$ cat src/rtl/apb_cmd_master.sv
// rtl/apb_cmd_master.sv - APB2 master fed by a buffered valid/ready command stream
//
// Purpose: accepts (addr, write, wdata) commands into a small FIFO, issues each as one
// APB SETUP+ACCESS transfer in arrival order and returns one response per command.
//
// Ports:
//   PCLK, PRESETn                  clock (rising edge) and async active-low reset
//   cmd_valid/cmd_ready            command handshake; cmd_ready = FIFO not full
//   cmd_addr/cmd_write/cmd_wdata   command payload (wdata ignored for reads)
//   rsp_valid/rsp_ready            response handshake
//   rsp_write/rsp_data             direction echo; PRDATA for reads, 0 for writes
//   PSEL/PENABLE/PADDR/PWRITE/PWDATA/PRDATA  APB2 bus (no PREADY/PSLVERR)
//   busy                           FSM not IDLE or FIFO non-empty

module apb_cmd_master #(
  parameter int FIFO_DEPTH = 4,
  parameter int FIFO_AW    = 2
) (
  input  logic        PCLK,
  input  logic        PRESETn,
  input  logic        cmd_valid,
  output logic        cmd_ready,
  input  logic [31:0] cmd_addr,
  input  logic        cmd_write,
  input  logic [31:0] cmd_wdata,
  output logic        rsp_valid,
  input  logic        rsp_ready,
  output logic        rsp_write,
  output logic [31:0] rsp_data,
  output logic        PSEL,
  output logic        PENABLE,
  output logic [31:0] PADDR,
  output logic        PWRITE,
  output logic [31:0] PWDATA,
  input  logic [31:0] PRDATA,
  output logic        busy
);

  typedef enum logic [1:0] {
    ST_IDLE,
    ST_SETUP,
    ST_ACCESS,
    ST_RESP
  } state_t;

  localparam logic [FIFO_AW:0]   DEPTH_C   = (FIFO_AW+1)'(FIFO_DEPTH);
  localparam logic [FIFO_AW:0]   CNT_ONE_C = (FIFO_AW+1)'(1);
  localparam logic [FIFO_AW-1:0] PTR_ONE_C = (FIFO_AW)'(1);

  // Command storage; contents need no reset since count_q gates every read.
  logic [31:0]        mem_addr_q  [FIFO_DEPTH];
  logic               mem_write_q [FIFO_DEPTH];
  logic [31:0]        mem_wdata_q [FIFO_DEPTH];

  logic [FIFO_AW-1:0] wr_ptr_q, wr_ptr_d;
  logic [FIFO_AW-1:0] rd_ptr_q, rd_ptr_d;
  logic [FIFO_AW:0]   count_q,  count_d;

  state_t             state_q;
  logic               psel_q, penable_q, pwrite_q;
  logic [31:0]        paddr_q, pwdata_q;
  logic               rsp_valid_q, rsp_write_q;
  logic [31:0]        rsp_data_q;

  logic               push, pop;

  // Full is judged on registered count only, so a same-cycle pop never
  // lets a push through into a full FIFO.
  assign cmd_ready = (count_q != DEPTH_C);
  assign busy      = (state_q != ST_IDLE) || (count_q != '0);

  always_comb begin
    push     = cmd_valid && (count_q != DEPTH_C);
    pop      = (state_q == ST_IDLE) && (count_q != '0);
    wr_ptr_d = push ? (wr_ptr_q + PTR_ONE_C) : wr_ptr_q;
    rd_ptr_d = pop  ? (rd_ptr_q + PTR_ONE_C) : rd_ptr_q;
    count_d  = count_q;
    case ({push, pop})
      2'b10:   count_d = count_q + CNT_ONE_C;
      2'b01:   count_d = count_q - CNT_ONE_C;
      default: count_d = count_q;
    endcase
  end

  always_ff @(posedge PCLK) begin
    if (push) begin
      mem_addr_q[wr_ptr_q]  <= cmd_addr;
      mem_write_q[wr_ptr_q] <= cmd_write;
      mem_wdata_q[wr_ptr_q] <= cmd_wdata;
    end
  end

  always_ff @(posedge PCLK or negedge PRESETn) begin
    if (!PRESETn) begin
      wr_ptr_q    <= '0;
      rd_ptr_q    <= '0;
      count_q     <= '0;
      state_q     <= ST_IDLE;
      psel_q      <= 1'b0;
      penable_q   <= 1'b0;
      pwrite_q    <= 1'b0;
      paddr_q     <= 32'h0;
      pwdata_q    <= 32'h0;
      rsp_valid_q <= 1'b0;
      rsp_write_q <= 1'b0;
      rsp_data_q  <= 32'h0;
    end else begin
      wr_ptr_q <= wr_ptr_d;
      rd_ptr_q <= rd_ptr_d;
      count_q  <= count_d;
      case (state_q)
        ST_IDLE: begin
          if (pop) begin
            paddr_q   <= mem_addr_q[rd_ptr_q];
            pwrite_q  <= mem_write_q[rd_ptr_q];
            pwdata_q  <= mem_write_q[rd_ptr_q] ? mem_wdata_q[rd_ptr_q] : 32'h0;
            psel_q    <= 1'b1;
            penable_q <= 1'b0;
            state_q   <= ST_SETUP;
          end
        end
        ST_SETUP: begin
          penable_q <= 1'b1;
          state_q   <= ST_ACCESS;
        end
        ST_ACCESS: begin
          // No wait states: PRDATA is valid at the closing edge of ACCESS.
          rsp_data_q  <= pwrite_q ? 32'h0 : PRDATA;
          rsp_write_q <= pwrite_q;
          rsp_valid_q <= 1'b1;
          psel_q      <= 1'b0;
          penable_q   <= 1'b0;
          state_q     <= ST_RESP;
        end
        ST_RESP: begin
          if (rsp_ready) begin
            rsp_valid_q <= 1'b0;
            state_q     <= ST_IDLE;
          end
        end
        default: state_q <= ST_IDLE;
      endcase
    end
  end

  assign PSEL      = psel_q;
  assign PENABLE   = penable_q;
  assign PADDR     = paddr_q;
  assign PWRITE    = pwrite_q;
  assign PWDATA    = pwdata_q;
  assign rsp_valid = rsp_valid_q;
  assign rsp_write = rsp_write_q;
  assign rsp_data  = rsp_data_q;

endmodule

$ cat config.mk
export PLATFORM = sky130hd
export DESIGN_NAME = apb_cmd_master
export DESIGN_NICKNAME = d
export VERILOG_FILES = /design/src/rtl/apb_cmd_master.sv
export SDC_FILE = /design/constraint.sdc
export NUM_CORES = 1
export LEC_CHECK = 0
export CORE_UTILIZATION = 50
export CTS_CLUSTER_SIZE = 10
export DETAILED_ROUTE_END_ITERATION = 10
export PLACE_DENSITY = 0.74
export SLEW_MARGIN = 20
export SYNTH_ARGS = -nofsm -noshare
export SYNTH_HDL_FRONTEND = slang
export SYNTH_SLANG_ARGS = --single-unit
$ cat constraint.sdc
create_clock -name PCLK -period 5 [get_ports PCLK]
set_input_delay 0.5 -clock PCLK [delete_from_list [all_inputs] [get_ports PCLK]]
set_output_delay 0.5 -clock PCLK [all_outputs]
set_load 0.02 [all_outputs]
==> impl_metrics.env <==
export IMPL_synthTopCellsByArea="edfxtp_1 (56%), dfrtp_1 (20%), mux4_2 (10%)"
export IMPL_clkPwrFrac=0.248
export IMPL_hold_viol=0
export IMPL_outcome="complete, no violations"
export IMPL_critical_path_class="reg2out"
export IMPL_clk_pin_slew_ns=0.05
export IMPL_max_freq_ghz=0.3499
export IMPL_wirelength_um=27480
export IMPL_cts_buffers=42
export IMPL_area_growth_pct=25.33
export IMPL_hold_ws_ns=0.4592
export IMPL_ys_flop_type="edfxtp_1"
export IMPL_worstPathMaxFanout=4
export IMPL_io_buffers=203
export IMPL_initial_utilization=0.5146
export IMPL_dieArea_sq_mm=0.02864
export IMPL_htree_num_levels=2
export IMPL_cp_arrival_ns=2.36
export IMPL_swShare=0.3194
export IMPL_synth_cells=816
export IMPL_fin_crit_sh=0.5716
export IMPL_place_area_sq_mm=0.01631
export IMPL_startpoint_type="flip-flop"
export IMPL_worst_slack_ns=2.142
export IMPL_grt_pass1_vias=7889
export IMPL_drt_first_iter_violations=524
export IMPL_place_congestion=0.6898
export IMPL_overflow=0
export IMPL_ios=204
export IMPL_cts_sinks=370
export IMPL_synth_edf_count=260
export IMPL_post_cts_setup_buffer_count=0
export IMPL_grt_max_degree=69
export IMPL_irDropWorstVdd_v=0.0004196
export IMPL_required_ns=4.50
export IMPL_cp_end_kind="primary output"
export IMPL_synth_commonest_cells="edfxtp_1 (260), nand2_1 (164), dfrtp_1 (110)"
export IMPL_layout_drive_gt1_share=0.1248
export IMPL_firstDrtPassIters=4
export IMPL_postCtsResizedCells=0
export IMPL_synth_largest_area_cell="edfxtp_1"
export IMPL_drv_slew=0
export IMPL_insertion_delay_ns=0.52
export IMPL_hpwl_um=15520
export IMPL_yosysUniqueCellTypes=31
export IMPL_fp_dieH_um=169.2
export IMPL_final_min_clock_period_ns=2.858
export IMPL_hold_path_class="in2async"
export IMPL_yosysTopAreaCellShare=0.5583
export IMPL_p_leak_nw=6.517
export IMPL_cts_tree="done"
export IMPL_ant_nets=0
export IMPL_chipWidth_um=169.2
export IMPL_power_frac_comb=0.323
export IMPL_synthArstFlopShare=0.2973
export IMPL_worstMarginPinSlew_ns=1.070
export IMPL_synth_nets=928
export IMPL_cap_violations=0
export IMPL_synthesis_area_sq_mm=0.01398
export IMPL_p_int_mw=7.380
export IMPL_cts_root_buf="clkbuf_16"
export IMPL_antenna_found_initial=2
export IMPL_ys_seq_elements=370
export IMPL_setup_tns_ns=0
export IMPL_place_ws_ns=2.311
export IMPL_fin_area_sq_mm=0.01753
export IMPL_p_sw_mw=3.464
export IMPL_grt_pass1_wl_um=43270
export IMPL_rsz0062_at_grt="no"
export IMPL_avgRoutedWirePerCell_um=19.20
export IMPL_yosysWarnings=0
export IMPL_grt_total_usage=0.1992
export IMPL_post_route_drc_count=0
export IMPL_yosysMostFrequentCell="edfxtp_1"
export IMPL_num_nets_final=1140
export IMPL_num_rows=60
export IMPL_setup_violations=0
export IMPL_power_density_mw_per_mm2=618.7
export IMPL_cts_buffer_depth=3
export IMPL_seqPwrFrac=0.429
export IMPL_ff2ff_setup_slack_ns=2.30
export IMPL_avgSynthCellArea_sq_um=17.14
export IMPL_coreArea_sq_mm=0.02718
export IMPL_slew_headroom=0.2865
export IMPL_ys_seq_area_frac=0.7551
export IMPL_ctsHoldBuffers=1
export IMPL_routed_via_density=5.221
export IMPL_fin_worst_skew_ns=0.01298
export IMPL_num_vias=7471
==> cells in the final DEF (no fill, tap or decap), types with 2 or more instances in the layout <==
cell / Yosys / final
edfxtp_1: 260 / 260
ha_1: 10 / 9
inv_2: 2 / 2
clkbuf_16: 0 / 43
dfrtp_4: 0 / 2
dfrtp_1: 110 / 108
buf_4: 6 / 7
o21ai_0: 32 / 32
a21oi_1: 2 / 2
xnor2_1: 5 / 5
mux2_1: 2 / 2
nand3b_1: 32 / 32
mux2_2: 2 / 2
and3_4: 0 / 4
inv_1: 38 / 38
mux4_2: 65 / 65
clkdlybuf4s50_1: 0 / 202
clkbuf_1: 15 / 30
nand3_1: 32 / 32
nor2_1: 5 / 5
nand2_1: 164 / 164
==> flip-flops by register name, indices dropped and copies added (netlist names) <==
signal       count
PADDR           32
wr_ptr_q         2
rd_ptr_q         2
PSEL             1
mem_wdata_q    128
mem_addr_q     128
PWRITE           1
rsp_valid        1
mem_write_q      4
state_q          2
PWDATA          32
rsp_data        32
PENABLE          1
rsp_write        1
count_q          3
==> kinds of logic after synthesis <==
| kind of cell | synth area share |
|---|---|
| AO/OA/AOI/OAI | 0.01369 |
| XOR/XNOR | 0.003758 |
| adder cells (fa/ha/maj) | 0.01038 |
| buffers and inverters | 0.02908 |
| flip-flops | 0.7551 |
| multiplexers | 0.1097 |
| AND/OR/NAND/NOR | 0.07829 |
==> routing by layer <==
| metal | global-route usage | wire length, um |
|---|---|---|
| met5 | 0 | 11 |
| met4 | 0.04975 | 299 |
| met3 | 0.05434 | 2056 |
| met2 | 0.3328 | 13370 |
| met1 | 0.2604 | 11740 |
==> final cells by class <==
type	count	area, sq um
flip-flops and latches	370	10570
repair buffers	210	2085
well taps	372	465.4
fillers	1903	9649
clock inverters	1	8.758
multi-input cells	364	3059
diodes	1	2.502
clock buffers	73	1189
inverters	40	150.1
==> power groups by stage <==
stage | Sequential, mW | Clock, mW | Combinational (mW)
after global placement | 4.69 | 0 | 3.47
after CTS | 4.67 | 2.75 | 3.57
after detailed placement | 4.72 | 0 | 3.56
after global routing | 4.76 | 2.87 | 3.82
after floorplan | 4.92 | 0 | 2.00
final | 4.65 | 2.69 | 3.50
==> path summary, 6_finish.rpt <==
kind | endpoint | cells after the start | start
max | busy | 5 | state_q[0]$_DFFE_PN0P_
min | PWDATA[22]$_DFFE_PN0P_ | 2 | PRESETn
max reg2reg | count_q[2]$_DFFE_PN0P_ | 10 | state_q[1]$_DFFE_PN0P_
min reg2reg | PWDATA[14]$_DFFE_PN0P_ | 2 | PWDATA[14]$_DFFE_PN0P_
max in group asynchronous | rd_ptr_q[0]$_DFFE_PN0P_ | 3 | PRESETn
min in group PCLK | PWDATA[14]$_DFFE_PN0P_ | 2 | PWDATA[14]$_DFFE_PN0P_
==> per-stage QoR <==
step / instances / power [mW] / utilization
floorplan: 816 / 6.917 / -
global placement: 1355 / 8.156 / 0.6000
detailed placement: 1355 / 8.273 / 0.6000
CTS: 1430 / 10.99 / 0.6445
global route: 1430 / 11.44 / 0.6448
finish: 1431 / 10.84 / 0.6449
==> worst max-delay path: stages (launching register included) <==
cell	delay, ns
dfrtp_1	0.40
inv_1	0.16
ha_1	0.23
nor4b_2	0.34
inv_1	0.13
clkdlybuf4s50_1	0.57
Note: power is estimated with default switching activity, not from simulation.
